File: src/rtl/mult_pkg.sv
// Shared types and default sizing for the multiplier dispatch block and its
// operand FIFO.
package mult_pkg;

    localparam int DEF_WIDTH = 4;
    localparam int DEF_DEPTH = 4;

    typedef enum logic [1:0] {
        ST_IDLE  = 2'd0,
        ST_ISSUE = 2'd1,
        ST_WAIT  = 2'd2,
        ST_HOLD  = 2'd3
    } state_e;

    // Shift-add multiplier needs about two cycles per bit plus setup.
    function automatic int timeout_default(input int width);
        return 2 * width + 4;
    endfunction

endpackage

File: src/rtl/mult_operand_fifo.sv
// Operand-pair FIFO: power-of-two depth, registered occupancy, full flag
// taken from the registered count so a pop never frees a slot the same cycle.
module mult_operand_fifo
    import mult_pkg::*;
#(
    parameter int DATA_W = 2 * DEF_WIDTH,
    parameter int DEPTH  = DEF_DEPTH
) (
    input  logic                       clk,
    input  logic                       rst,
    input  logic                       push_i,
    input  logic [DATA_W-1:0]          data_i,
    input  logic                       pop_i,
    output logic [DATA_W-1:0]          head_o,
    output logic [$clog2(DEPTH+1)-1:0] count_o,
    output logic                       full_o
);

    localparam int PTR_W = $clog2(DEPTH);
    localparam int CNT_W = $clog2(DEPTH + 1);
    localparam logic [CNT_W-1:0] DEPTH_C = CNT_W'(DEPTH);

    logic [DATA_W-1:0] mem_q [DEPTH];
    logic [PTR_W-1:0]  wr_ptr_q, wr_ptr_d;
    logic [PTR_W-1:0]  rd_ptr_q, rd_ptr_d;
    logic [CNT_W-1:0]  count_q, count_d;
    logic              do_push, do_pop;

    assign full_o  = (count_q == DEPTH_C);
    assign do_push = push_i && !full_o;
    assign do_pop  = pop_i && (count_q != '0);
    assign head_o  = mem_q[rd_ptr_q];
    assign count_o = count_q;

    // NOTE: every signal written here gets a default first, so no path can leave it unassigned and infer a latch.
    always_comb begin
        wr_ptr_d = wr_ptr_q;
        rd_ptr_d = rd_ptr_q;
        count_d  = count_q;
        if (do_push) wr_ptr_d = wr_ptr_q + PTR_W'(1);
        if (do_pop)  rd_ptr_d = rd_ptr_q + PTR_W'(1);
        case ({do_push, do_pop})
            2'b10:   count_d = count_q + CNT_W'(1);
            2'b01:   count_d = count_q - CNT_W'(1);
            default: count_d = count_q;
        endcase
    end

    // NOTE: state registers use non-blocking assignments so all flops update together at the edge.
    always_ff @(posedge clk or posedge rst) begin
        if (rst) begin
            wr_ptr_q <= '0;
            rd_ptr_q <= '0;
            count_q  <= '0;
        end else begin
            wr_ptr_q <= wr_ptr_d;
            rd_ptr_q <= rd_ptr_d;
            count_q  <= count_d;
        end
    end

    // NOTE: storage is deliberately not reset; the count gates every read, so stale entries are never observed.
    always_ff @(posedge clk) begin
        if (do_push) mem_q[wr_ptr_q] <= data_i;
    end

endmodule

File: src/rtl/mult_dispatch.sv
// Dispatcher that queues operand pairs and drives one external Multiplier at a
// time, with a stale-flag guard, a completion timeout and a held result.
module mult_dispatch
    import mult_pkg::*;
#(
    parameter int WIDTH   = DEF_WIDTH,
    parameter int DEPTH   = DEF_DEPTH,
    parameter int TIMEOUT = timeout_default(WIDTH)
) (
    input  logic                       clk,
    input  logic                       rst,
    input  logic                       in_valid,
    output logic                       in_ready,
    input  logic [WIDTH-1:0]           in_multiplier,
    input  logic [WIDTH-1:0]           in_multiplicand,
    output logic                       start,
    output logic [WIDTH-1:0]           multiplier,
    output logic [WIDTH-1:0]           multiplicand,
    input  logic [2*WIDTH-1:0]         product,
    input  logic                       productDone,
    output logic                       out_valid,
    input  logic                       out_ready,
    output logic [2*WIDTH-1:0]         out_product,
    output logic                       out_timeout,
    output logic [$clog2(DEPTH+1)-1:0] count
);

    localparam int WCNT_W = $clog2(TIMEOUT + 1);
    localparam logic [WCNT_W-1:0] TIMEOUT_C = WCNT_W'(TIMEOUT);
    localparam logic [WCNT_W-1:0] GUARD_C   = WCNT_W'(1);

    state_e               state_q, state_d;
    logic [WIDTH-1:0]     mult_q, mult_d;
    logic [WIDTH-1:0]     mcand_q, mcand_d;
    logic [WCNT_W-1:0]    wait_cnt_q, wait_cnt_d;
    logic [2*WIDTH-1:0]   out_product_q, out_product_d;
    logic                 out_timeout_q, out_timeout_d;
    logic                 fifo_pop, fifo_full;
    logic [2*WIDTH-1:0]   fifo_head;

    mult_operand_fifo #(
        .DATA_W (2 * WIDTH),
        .DEPTH  (DEPTH)
    ) u_fifo (
        .clk     (clk),
        .rst     (rst),
        .push_i  (in_valid && in_ready),
        .data_i  ({in_multiplier, in_multiplicand}),
        .pop_i   (fifo_pop),
        .head_o  (fifo_head),
        .count_o (count),
        .full_o  (fifo_full)
    );

    assign in_ready     = !fifo_full;
    assign start        = (state_q == ST_ISSUE);
    assign out_valid    = (state_q == ST_HOLD);
    assign multiplier   = mult_q;
    assign multiplicand = mcand_q;
    assign out_product  = out_product_q;
    assign out_timeout  = out_timeout_q;

    always_comb begin
        state_d       = state_q;
        mult_d        = mult_q;
        mcand_d       = mcand_q;
        wait_cnt_d    = wait_cnt_q;
        out_product_d = out_product_q;
        out_timeout_d = out_timeout_q;
        fifo_pop      = 1'b0;

        case (state_q)
            ST_IDLE: begin
                // Operands are latched on entry so they are valid alongside start.
                if (count != '0) begin
                    state_d = ST_ISSUE;
                    mult_d  = fifo_head[2*WIDTH-1:WIDTH];
                    mcand_d = fifo_head[WIDTH-1:0];
                end
            end
            ST_ISSUE: begin
                fifo_pop   = 1'b1;
                wait_cnt_d = GUARD_C;
                state_d    = ST_WAIT;
            end
            ST_WAIT: begin
                if (productDone && (wait_cnt_q != GUARD_C)) begin
                    out_product_d = product;
                    out_timeout_d = 1'b0;
                    wait_cnt_d    = '0;
                    state_d       = ST_HOLD;
                end else if (wait_cnt_q == TIMEOUT_C) begin
                    out_product_d = '0;
                    out_timeout_d = 1'b1;
                    wait_cnt_d    = '0;
                    state_d       = ST_HOLD;
                end else begin
                    wait_cnt_d = wait_cnt_q + WCNT_W'(1);
                end
            end
            ST_HOLD: begin
                if (out_ready) state_d = ST_IDLE;
            end
            default: state_d = ST_IDLE;
        endcase
    end

    always_ff @(posedge clk or posedge rst) begin
        if (rst) begin
            state_q       <= ST_IDLE;
            mult_q        <= '0;
            mcand_q       <= '0;
            wait_cnt_q    <= '0;
            out_product_q <= '0;
            out_timeout_q <= 1'b0;
        end else begin
            state_q       <= state_d;
            mult_q        <= mult_d;
            mcand_q       <= mcand_d;
            wait_cnt_q    <= wait_cnt_d;
            out_product_q <= out_product_d;
            out_timeout_q <= out_timeout_d;
        end
    end

endmodule

File: config.mk
export PLATFORM = sky130hd
export DESIGN_NAME = mult_dispatch
export DESIGN_NICKNAME = d
export VERILOG_FILES = /design/src/rtl/mult_pkg.sv /design/src/rtl/mult_operand_fifo.sv /design/src/rtl/mult_dispatch.sv
export SDC_FILE = /design/constraint.sdc
export NUM_CORES = 1
export LEC_CHECK = 0
export ABC_AREA = 1
export ABC_CLOCK_PERIOD_IN_PS = 2200
export BUFFER_PORTS_ARGS = -buffer_cell sky130_fd_sc_hd__buf_2
export CAP_MARGIN = 20
export CORE_UTILIZATION = 50
export CTS_BUF_LIST = sky130_fd_sc_hd__clkbuf_8
export CTS_CLUSTER_DIAMETER = 40
export DETAILED_ROUTE_END_ITERATION = 6
export PLACE_DENSITY = 0.71
export SLEW_MARGIN = 0
export SYNTH_ARGS = -nofsm -noshare
export SYNTH_HDL_FRONTEND = slang
export SYNTH_SLANG_ARGS = --single-unit
File: constraint.sdc
create_clock -name clk -period 2.2 [get_ports clk]
set_input_delay 0.22 -clock clk [delete_from_list [all_inputs] [get_ports clk]]
set_output_delay 0.22 -clock clk [all_outputs]
set_load 0.005 [all_outputs]
==> results.json <==
{
  "use_met2": 0.3072,
  "drv_slew": 0,
  "avgRoutedWirePerCell_um": 12.32,
  "yosysUniqueCellTypes": 25,
  "dr.pass1.iters": 4,
  "cts.path.max_buffers": 2,
  "dieArea_sq_um": 5873,
  "rr_endpoint": "u_fifo.count_o[2]$_DFFE_PP0P_",
  "setup_slack_ns": 0.2475,
  "portBuffers": 43,
  "initial_utilization": 0.5318,
  "ir_drop_v": 0.0008701,
  "synth-warning-count": 0,
  "ff2ff_setup_slack_ns": 0.25,
  "die_x_um": 76.64,
  "min_path_cells": 3,
  "finish.utilization": 0.6395,
  "rows": 26,
  "drc_errors": 0,
  "yosys.cell_count.top_type": "nand2_1",
  "yosys_register_bits": 62,
  "synth_common_cells": "nand2_1, edfxtp_1, nor2_1",
  "seq_area_sq_um": 1712,
  "finalClockSkew_ns": 0.007037,
  "dp_hpwl_um": 3394,
  "syn2layout_area_growth_pct": 20.26,
  "rr_worst_depth": 10,
  "initialDrtViolationCount": 64,
  "busiest_layer": "met2",
  "synth_area_leaders": "edfxtp_1, dfrtp_1, nand2_1",
  "synth.avg_cell_area_sq_um": 10.75,
  "clock-root-buffer": "clkbuf_8",
  "use_met3": 0.05988,
  "dp_slack_ns": 0.2488,
  "crit_arrival_ns": 2.15,
  "ctsHtreeMaxLevel": 3,
  "cts_tree": "built",
  "ys_seq_area_frac": 0.6146,
  "via_per_inst": 4.790,
  "cp_common_cell": "inv_1",
  "r2r-start": "state_q[1]$_DFFE_PP0P_",
  "numCtsBuffers": 9,
  "groute.usage.overall": 0.1864,
  "start_kind": "flop",
  "cts-resized-gates": 0,
  "post-route-period-util": 0.8875,
  "max_freq_ghz": 0.5122,
  "maxCapViolations": 0,
  "die-height_um": 76.64,
  "finalCriticalPeriod_ns": 1.953,
  "grt_first_pass_wirelength_um": 8293,
  "outcome": "finished clean",
  "worstSkewPairLatency_ns": 0.33,
  "clk_transition_reported_paths_ns": 0.07,
  "synthesis.area_sq_um": 2785,
  "met1_usage": 0.2304,
  "path_cells": "inv_1 -> ha_1 -> nand2_1 -> inv_1 -> ha_1 -> inv_1 -> fa_1 -> a21oi_1 -> o21ai_0 -> xor2_1",
  "synth_top_area_cell": "edfxtp_1",
  "postCtsSetupBuffers": 0,
  "slowest_delay_ns": 0.41,
  "grt_pass1_vias": 1856,
  "crit_path_end": "u_fifo.count_o[2]$_DFFE_PP0P_",
  "drt-total-wl_um": 4818,
  "nNetsFinal": 350,
  "synthCells": 259,
  "p_leak_nw": 1.551,
  "worst_pin_slew_ns": 0.4446,
  "coreArea_sq_um": 5238,
  "clock-sinks": 62,
  "ctsHoldBuffers": 1,
  "multi_input_area_sq_um": 919.6,
  "ys.flop_type": "edfxtp_1",
  "slew_headroom": 0.7036,
  "rsz0062_at_grt": "no",
  "synth_edf_count": 32,
  "ioPinCount": 44,
  "synthesis.nets": 293,
  "path_class": "flop to flop",
  "critPathRequiredTime_ns": 2.40,
  "detail-route-antenna-nets": 0,
  "critPathLaunch": "state_q[1]$_DFFE_PP0P_",
  "gp_congestion": 0.8006,
  "overflow": 0,
  "antenna_found_initial": 0,
  "powerDensity_nw_per_um2": 1466,
  "crit_path_end_kind": "flop",
  "final.setup.tns_ns": 0,
  "slowest_stage": "dfrtp_1",
  "vias": 1873,
  "async_flop_share": 0.4839,
  "synth_top_area_share": 0.3450,
  "hp-class": "input port to flop",
  "fillers": 432,
  "cp_max_fo": 4,
  "grt_max_degree": 31,
  "antennaDiodeCount": 0,
  "setup-violations-final": 0,
  "hold_violations": 0,
  "drive_gt1_frac": 0.2679
}
routing by layer:
layer | routed length (um) | share of wire
met3 | 273 | 0.057
met5 | 0 | 0
met2 | 2322 | 0.48
met1 | 2164 | 0.45
met4 | 59 | 0.012
how the worst min path moves through the flow:
stage	startpoint	end	slack, ns
CTS	product[0]	out_product[0]$_DFFE_PP0P_	0.08
global placement	rst	multiplicand[3]$_DFFE_PP0P_	0.31
global route	product[6]	out_product[6]$_DFFE_PP0P_	0.1
detailed placement	rst	out_product[5]$_DFFE_PP0P_	0.31
floorplan	rst	multiplicand[0]$_DFFE_PP0P_	0.31
finish	product[0]	out_product[0]$_DFFE_PP0P_	0.09
per-stage QoR:
stage               std cells  hold WS (ns)  total power, mW  area [sq um]
CTS                       391       0.07838            4.969          3349
finish                    391       0.09346            4.911          3349
detailed placement        374        0.3143            3.667          3079
global route              391       0.09640            5.288          3349
global placement          374        0.3108            3.620          3079
floorplan                 259        0.3108            3.166          2785
where the power goes:
group	leakage, nW	total (mW)	internal (mW)	switching, mW
clock network	0.128	1.28	0.861	0.423
registers	0.660	1.84	1.62	0.226
logic	0.763	1.78	0.691	1.09
total	1.55	4.91	3.17	1.74
cell families (layout without fill, tap and decap cells):
family	count (synthesis)	after routing	synth area share
AOI/OAI and AO/OA	42	42	0.08671
buffers and inverters	30	92	0.05526
DFF	62	62	0.6146
and+or+nand+nor	107	107	0.1667
adders and majority gates	13	13	0.06109
xor gates and xnor gates	5	5	0.01572
cell usage in the layout, fill, tap and decap left out, types with 5 or more instances in the layout:
| master | n |
|---|---|
| buf_4 | 6 |
| o21ai_0 | 12 |
| a21oi_1 | 5 |
| nand2_1 | 57 |
| o21ai_1 | 16 |
| clkbuf_8 | 9 |
| buf_2 | 43 |
| dfrtp_1 | 30 |
| inv_1 | 22 |
| ha_1 | 12 |
| o21ai_2 | 7 |
| nand3_1 | 7 |
| nor2_1 | 31 |
| edfxtp_1 | 32 |
layout make-up:
| type | instances | area share |
|---|---|---|
| Inverter | 26 | 0.02988 |
| Multi-Input combinational cell | 167 | 0.2746 |
| Sequential cell | 62 | 0.5110 |
| Clock buffer | 9 | 0.03698 |
| Clock inverter | 7 | 0.04072 |
| Tap cell | 70 | 0.02615 |
| Timing Repair Buffer | 50 | 0.08069 |
critical path: cells and delay by family, from the launching register on:
| kind | cells | cell delay, ns |
|---|---|---|
| adder cells (fa/ha/maj) | 3 | 0.67 |
| flip-flops | 1 | 0.41 |
| AO/OA/AOI/OAI | 2 | 0.25 |
| buffers and inverters | 3 | 0.24 |
| XOR/XNOR | 1 | 0.15 |
| AND/OR/NAND/NOR | 1 | 0.10 |
sequential cells by signal (all words and copies together), names as in the netlist:
name,count
u_fifo.mem_q,32
out_product,8
multiplicand,4
multiplier,4
wait_cnt_q,4
u_fifo.count_o,3
state_q,2
u_fifo.rd_ptr_q,2
u_fifo.wr_ptr_q,2
out_timeout,1
Note: power is estimated with default switching activity, not from simulation.
